File: src/rtl/mips_instr_fetch.sv
// mips_instr_fetch: PC, fetch/decode register, delay-slot redirects and halt; FETCH_ALIGN_CHECK_EN adds fetch_fault
module mips_instr_fetch #(
  parameter logic [31:0] RESET_VECTOR = 32'hBFC00000,
  parameter logic [31:0] HALT_ADDR = 32'h00000000
) (
  input  logic        clk,
  input  logic        reset,
  input  logic        stall,
  input  logic        redirect_valid,
  input  logic [31:0] redirect_target,
  output logic [31:0] instr_address,
  input  logic [31:0] instr_readdata,
  output logic [31:0] instr_out,
  output logic [31:0] instr_pc,
  output logic        instr_valid,
  output logic        active
`ifdef FETCH_ALIGN_CHECK_EN
  ,
  output logic        fetch_fault
`endif
);
  typedef enum logic {FETCH, HALTED} state_t;
  state_t state, state_nx;
  logic [31:0] pc, pc_nx, pending_target, tgt;
  logic pending_valid, use_tgt, stop, issue;
  assign instr_address = pc;
  assign use_tgt = redirect_valid || pending_valid;
  assign tgt = redirect_valid ? redirect_target : pending_target;
  assign pc_nx = use_tgt ? tgt & ~32'h3 : pc + 32'd4;
`ifdef FETCH_ALIGN_CHECK_EN
  logic misalign;
  assign stop = state == FETCH && !stall && (pc == HALT_ADDR || misalign);
  // the aligned target reaches pc, but the fault halts before it is ever issued
  always_ff @(posedge clk or negedge reset)
    if (!reset) begin
      misalign <= 1'b0;
      fetch_fault <= 1'b0;
    end else begin
      if (issue) misalign <= use_tgt && tgt[1:0] != 2'b00;
      if (stop && misalign) fetch_fault <= 1'b1;
    end
`else
  assign stop = state == FETCH && !stall && pc == HALT_ADDR;
`endif
  assign issue = state == FETCH && !stall && !stop;
  always_comb state_nx = stop ? HALTED : state;
  always_ff @(posedge clk or negedge reset)
    if (!reset) state <= FETCH;
    else state <= state_nx;
  always_ff @(posedge clk or negedge reset)
    if (!reset) begin
      pc <= RESET_VECTOR;
      instr_out <= 32'd0;
      instr_pc <= 32'd0;
      instr_valid <= 1'b0;
      active <= 1'b1;
      pending_valid <= 1'b0;
      pending_target <= 32'd0;
    end else if (issue) begin
      instr_out <= instr_readdata;
      instr_pc <= pc;
      instr_valid <= 1'b1;
      pc <= pc_nx;
      pending_valid <= 1'b0;
    end else if (stop) begin
      instr_valid <= 1'b0;
      active <= 1'b0;
    end else if (state == FETCH && redirect_valid) begin
      pending_valid <= 1'b1;
      pending_target <= redirect_target;
    end
endmodule

File: config.mk
export PLATFORM = sky130hd
export DESIGN_NAME = mips_instr_fetch
export DESIGN_NICKNAME = d
export VERILOG_FILES = /design/src/rtl/mips_instr_fetch.sv
export SDC_FILE = /design/constraint.sdc
export NUM_CORES = 1
export LEC_CHECK = 0
export ABC_AREA = 1
export CORE_UTILIZATION = 44
export CTS_BUF_LIST = sky130_fd_sc_hd__clkbuf_4 sky130_fd_sc_hd__clkbuf_8 sky130_fd_sc_hd__clkbuf_16
export DETAILED_ROUTE_END_ITERATION = 7
export PLACE_DENSITY_LB_ADDON = 0.2
export SYNTH_ARGS = -nofsm -noshare
export SYNTH_HDL_FRONTEND = slang
export SYNTH_SLANG_ARGS = --single-unit
export TNS_END_PERCENT = 50
File: constraint.sdc
create_clock -name clk -period 3.7 [get_ports clk]
set_input_delay 0.74 -clock clk [delete_from_list [all_inputs] [get_ports clk]]
set_output_delay 0.74 -clock clk [all_outputs]
set_load 0.02 [all_outputs]
* Word level (Yosys, flattened, before mapping)
Index checks and enable logic that the tools add are counted.
** Storage, ports and cells
- Bits in registers :: 132
- ROM bits :: 0
- Memories kept :: 0
- Bits in latches :: 0
- Input port bits :: 68
- Memory bits (writable) :: 0
** Operators by class
- Bitwise gates (word level) :: 3
- Eq/ne operators :: 1
- Multiply operators :: 0
- Reduce and logical (&&, ||, !) cells :: 13
- Multiplexer cells :: 7
- Div/mod/pow operators :: 0
- $lt $le $gt $ge :: 0
- $add $sub $neg :: 1
- Shifts and indexed selects :: 0
** Operator list (number)
- 32-bit 2-to-1 mux :: 2
- 32-bit by 3-bit adder with 32-bit output (second input constant) :: 1
- 32-bit zero test :: 1
- 1-bit 2-to-1 mux :: 5
- 1-bit logical AND :: 4
- 2-bit AND reduction :: 2
- 2-bit nonzero test :: 2
- 1-bit inverter :: 3
- 3-bit AND reduction :: 1
- 1-bit zero test :: 2
- 2-bit by 1-bit inequality test with 1-bit output (second input constant) :: 1
- 1-bit logical OR :: 1

* Longest topological paths before layout
- Depth after elaboration :: 7
- Gate-level depth with buffers :: 12

* Worst setup path before layout
No wires, ideal clock.
- Kind :: input to register
- From :: input port redirect_valid
- To :: register pc[30], in the netlist instr_address[30]
- Path slack :: 1.945 ns
- Data required time :: 3.627 ns
- Arrival time :: 1.682 ns
- Buffers on the path :: 3
- Stages :: 6
- Cells stage by stage :: buf_2 > nor2_2 > buf_4 > buf_2 > nand3_1 > a21oi_2
** On the way
- Cells in the longest elaborated chain, start to end :: 2
- Elaborated cells on any way between the ends :: 3
- Those cells by class :: mux (2); reduce/logical (1)
** RTL lines
- from (decl) :: line 9 : input logic redirect_valid,
- 32-bit 2-to-1 mux or 1-bit logical OR (tied branches) :: line 28, 27
- 32-bit 2-to-1 mux * :: line 29 : assign pc_nx = use_tgt ? tgt & ~32'h3 : pc + 32'd4;
- to (signal assigned) :: line 63 : pc <= pc_nx;
- to (decl) :: line 24 : logic [31:0] pc, pc_nx, pending_target, tgt;
Every way passes the cells marked *; elsewhere a longest branch is shown, timed or not.
A chain may end at the register's enable or synchronous reset.

* Worst setup path in the final report
- From :: register pc[2], in the netlist instr_address[2]
- To :: register instr_pc[10]
** On the way
- Cells in the longest elaborated chain, start to end :: 4
** RTL lines
- 32-bit zero test :: line 43 : assign stop = state == FETCH && !stall && pc == HALT_ADDR;
- 1-bit logical AND :: line 43
- 1-bit zero test :: line 45 : assign issue = state == FETCH && !stall && !stop;
- 1-bit logical AND :: line 45
- to (signal assigned) :: line 61 : instr_pc <= pc;
- to (decl) :: line 14 : output logic [31:0] instr_pc,
Every way passes these cells.

==> impl_metrics.py <==
metrics = {
    "grt": {
        "overflow": 0,
        "grt_pass1_wl_um": 26940,
        "grt_usage": 0.2379,
        "vias_in_the_first_global_route": 5370,
        "gr-usage-met2": 0.3452,
        "antenna_found_initial": 0,
        "gr-usage-met1": 0.3384,
        "grt_max_degree": 63,
        "gr-usage-met3": 0.06835,
        "grt_busiest_layer": "met2",
    },
    "synthesis": {
        "syn-instance-count": 840,
        "synthMuxAreaShare": 0.003378,
        "yosys_warnings": 0,
        "synthFlopType": "sky130_fd_sc_hd__dfrtp_1",
        "synth.lib_cells_used.distinct": 27,
        "ys_seq_elements": 126,
        "synth.avg_cell_area_sq_um": 7.497,
        "synth_xor_xnor_area_share": 0,
        "synth_enable_flop_cells": 0,
        "synth-compound-area-share": 0.1423,
        "yosysSeqAreaShare": 0.5027,
        "synth.cell_area_sq_mm": 0.006297,
        "synth_top_family_by_area": "simple AND/OR/NAND/NOR gates",
        "synthArstFlopShare": 1.000,
        "yosys.area_share.adder": 0.003974,
        "post_synth_and_or_nand_nor_area_fraction": 0.2651,
    },
    "route": {
        "starting_drt_drc_count": 476,
        "drtPass1Iterations": 5,
        "detail_route.wirelength_um": 16600,
        "wl_per_cell_um": 13.99,
        "detailroute.via_count": 5856,
        "ant_nets": 0,
        "via_to_cell_ratio": 4.938,
        "drc_errors": 0,
    },
    "floorplan": {
        "rows": 43,
        "die_area_sq_mm": 0.01479,
        "io_pins": 166,
        "design.core.area_sq_mm": 0.01393,
        "die_w_um": 121.6,
        "initial_core_utilization": 0.4519,
        "die_height_um": 121.6,
    },
    "power_and_ir_drop": {
        "p_per_area_mw_per_mm2": 414.0,
        "p_sw_frac": 0.2326,
        "leakagePower_nw": 4.029,
        "power.total_w": 0.003565,
        "relative_contribution_of_combinational_cells_to_total_power": 0.105,
        "worst_ir_drop_vdd_uv": 288.7,
        "seq_power_share": 0.410,
        "p_switching_w": 0.0008294,
        "power.clock.fraction": 0.485,
        "internal_power_w": 0.002736,
    },
    "timing": {
        "slew_at_the_pin_with_the_worst_max_slew_slack_ns": 0.6622,
        "skew_ns": 0.006270,
        "timing.final.ws_setup_ns": 1.292,
        "timing_max_transition_violations_final": 0,
        "rsz0062_at_grt": "false",
        "timing.final.setup_violations": 0,
        "fin_tns_setup_ns": 0,
        "fin_crit_ns": 2.408,
        "timing_hold_violations_final": 0,
        "min_period_over_period": 0.6509,
        "max_slew_margin": 0.5586,
        "achievable_freq_ghz": 0.4152,
    },
    "layout": {
        "insertedDiodeCount": 0,
        "final_nets": 1063,
        "finalCoreUtilization": 0.6180,
        "fraction_of_layout_cells_with_a_size_suffix_above_1": 0.08946,
        "fill_cells": 1257,
        "multi_input_comb_area_sq_mm": 0.002631,
        "area_delta_synth_final_pct": 36.76,
        "seq_area_sq_mm": 0.003166,
    },
    "hold_path": {
        "hp-class": "primary input to async pin",
    },
    "clock_network": {
        "cts_repair_resize_count": 0,
        "cts_root_buf": "sky130_fd_sc_hd__clkbuf_16",
        "cts-htree-levels": 4,
        "setup_buffers_after_cts": 0,
        "ctsLongestPathBuffers": 2,
        "clk_pin_slew_worst_paths_ns": 0.05,
        "number_of_cts_inserted_buffers": 17,
        "cts_tree": "built",
        "hold_buffers": 0,
        "clock_latency_ns": 0.41,
        "clock_sinks": 126,
    },
    "place": {
        "port_buffers": 159,
        "detailedPlacementHpwl_um": 11700,
        "replace_congestion": 0.9086,
        "dpl_worst_slack_ns": 1.173,
    },
    "run": {
        "max_cap_violations": 0,
    },
    "critical_path": {
        "worstSetupEndpointType": "flop",
        "path_max_fanout": 62,
        "critical_path_arrival_ns": 2.74,
        "setup.worst_path.start_class": "flop",
        "worstPathRequired_ns": 4.03,
        "worst-setup-path-type": "flop to flop",
    },
    "status": {
        "status": "finished clean",
    },
}
power groups by stage:
stage	clock [W]	combinational (W)	sequential, W
finish	0.00173	0.000376	0.00146
global route	0.00183	0.000414	0.00147
CTS	0.00175	0.000378	0.00146
detailed placement	0	0.000376	0.00148
global placement	0	0.000372	0.00148
floorplan	0	0.000131	0.00152
Yosys cell counts, types with 2 or more instances:
master                     instances  area share
sky130_fd_sc_hd__a21oi_1          43       0.034
sky130_fd_sc_hd__a21oi_2          12       0.017
sky130_fd_sc_hd__and2_1            2      0.0020
sky130_fd_sc_hd__buf_2            11      0.0087
sky130_fd_sc_hd__buf_4            12       0.014
sky130_fd_sc_hd__buf_6             3      0.0054
sky130_fd_sc_hd__clkbuf_1         15      0.0089
sky130_fd_sc_hd__dfrtp_1         116        0.46
sky130_fd_sc_hd__dfstp_2          10       0.042
sky130_fd_sc_hd__ha_1              2      0.0040
sky130_fd_sc_hd__inv_1            61       0.036
sky130_fd_sc_hd__inv_2            14      0.0083
sky130_fd_sc_hd__nand2_1         288        0.17
sky130_fd_sc_hd__nand2_2           2      0.0020
sky130_fd_sc_hd__nand3_1          36       0.029
sky130_fd_sc_hd__nor2_1           92       0.055
sky130_fd_sc_hd__nor2_2            3      0.0030
sky130_fd_sc_hd__o211ai_1          2      0.0024
sky130_fd_sc_hd__o21ai_0         102       0.081
sky130_fd_sc_hd__o21ai_1           7      0.0056
final timing paths:
check                                       from            to  slack [ns]  depth (start not counted)
worst min-delay path                       reset  instr_out[1]        0.35                          1
min in group clk                    instr_out[7]  instr_out[7]        0.47                          2
max in group asynchronous                  reset        active        2.56                          2
worst max-delay path            instr_address[2]  instr_pc[10]        1.29                         11
worst max register to register  instr_address[2]  instr_pc[10]        1.29                         11
worst min register to register      instr_out[7]  instr_out[7]        0.47                          2
flip-flops by register name (all words and copies together) (netlist names):
signal          count
state               1
instr_pc           30
pending_target     30
instr_valid         1
pending_valid       1
instr_out          32
active              1
instr_address      30
critical path: stages, from the launching register on:
cell and delay [ns]:
sky130_fd_sc_hd__dfrtp_1 0.41, sky130_fd_sc_hd__inv_1 0.18, sky130_fd_sc_hd__ha_1 0.25, sky130_fd_sc_hd__nand2_1 0.07, sky130_fd_sc_hd__nor2_1 0.08, sky130_fd_sc_hd__nand2_1 0.05
sky130_fd_sc_hd__nor2_1 0.14, sky130_fd_sc_hd__nand2_2 0.13, sky130_fd_sc_hd__nand2_4 0.48, sky130_fd_sc_hd__buf_4 0.37, sky130_fd_sc_hd__nand2_1 0.08, sky130_fd_sc_hd__o21ai_0 0.08
per-stage QoR:
| stage | hold slack (ns) | cells | cell area (sq um) |
|---|---|---|---|
| 6_report | 0.3477 | 1186 | 8612 |
| 5_1_grt | 0.3968 | 1186 | 8612 |
| 4_1_cts | 0.3721 | 1186 | 8612 |
| 3_5_place_dp | 0.4651 | 1154 | 7998 |
| 3_3_place_gp | 0.4601 | 1154 | 7998 |
| 2_1_floorplan | 0.4444 | 843 | 6309 |
area by class of cell:
type                            count  share of cell area
Sequential cell                   126              0.3676
Multi-Input combinational cell    601              0.3055
Timing Repair Buffer              172              0.1967
Clock buffer                       25             0.05855
Inverter                           75             0.03269
Tap cell                          180             0.02615
Clock inverter                      7             0.01279
routing by layer:
layer	part of all wire	up-vias
li1	-	2955
met5	0	-
met3	0.079	27
met1	0.47	2634
met4	0.021	0
met2	0.43	240
layout by cell type, fill, tap and decap left out, types with 2 or more instances in the layout:
cell type,count
sky130_fd_sc_hd__nor2_1,92
sky130_fd_sc_hd__ha_1,2
sky130_fd_sc_hd__nand2_1,288
sky130_fd_sc_hd__and2_1,2
sky130_fd_sc_hd__dfrtp_1,116
sky130_fd_sc_hd__nand3_1,36
sky130_fd_sc_hd__o211ai_1,2
sky130_fd_sc_hd__a21oi_1,43
sky130_fd_sc_hd__o21ai_0,102
sky130_fd_sc_hd__nor2_2,3
sky130_fd_sc_hd__inv_1,61
sky130_fd_sc_hd__o21ai_1,7
sky130_fd_sc_hd__buf_4,13
sky130_fd_sc_hd__clkbuf_4,5
sky130_fd_sc_hd__bufinv_16,3
sky130_fd_sc_hd__conb_1,4
sky130_fd_sc_hd__clkdlybuf4s50_1,157
sky130_fd_sc_hd__inv_2,14
sky130_fd_sc_hd__a21oi_2,12
sky130_fd_sc_hd__dfstp_2,10
sky130_fd_sc_hd__clkinv_2,4
sky130_fd_sc_hd__clkbuf_16,17
sky130_fd_sc_hd__clkbuf_8,3
cells by family after synthesis:
kind of cell / after synthesis
fa+ha+maj: 2
other cells: 1
simple gates: 425
compound gates: 168
buf+inv: 116
mux: 2
flops: 126
Power figures use the tool's default switching activity.
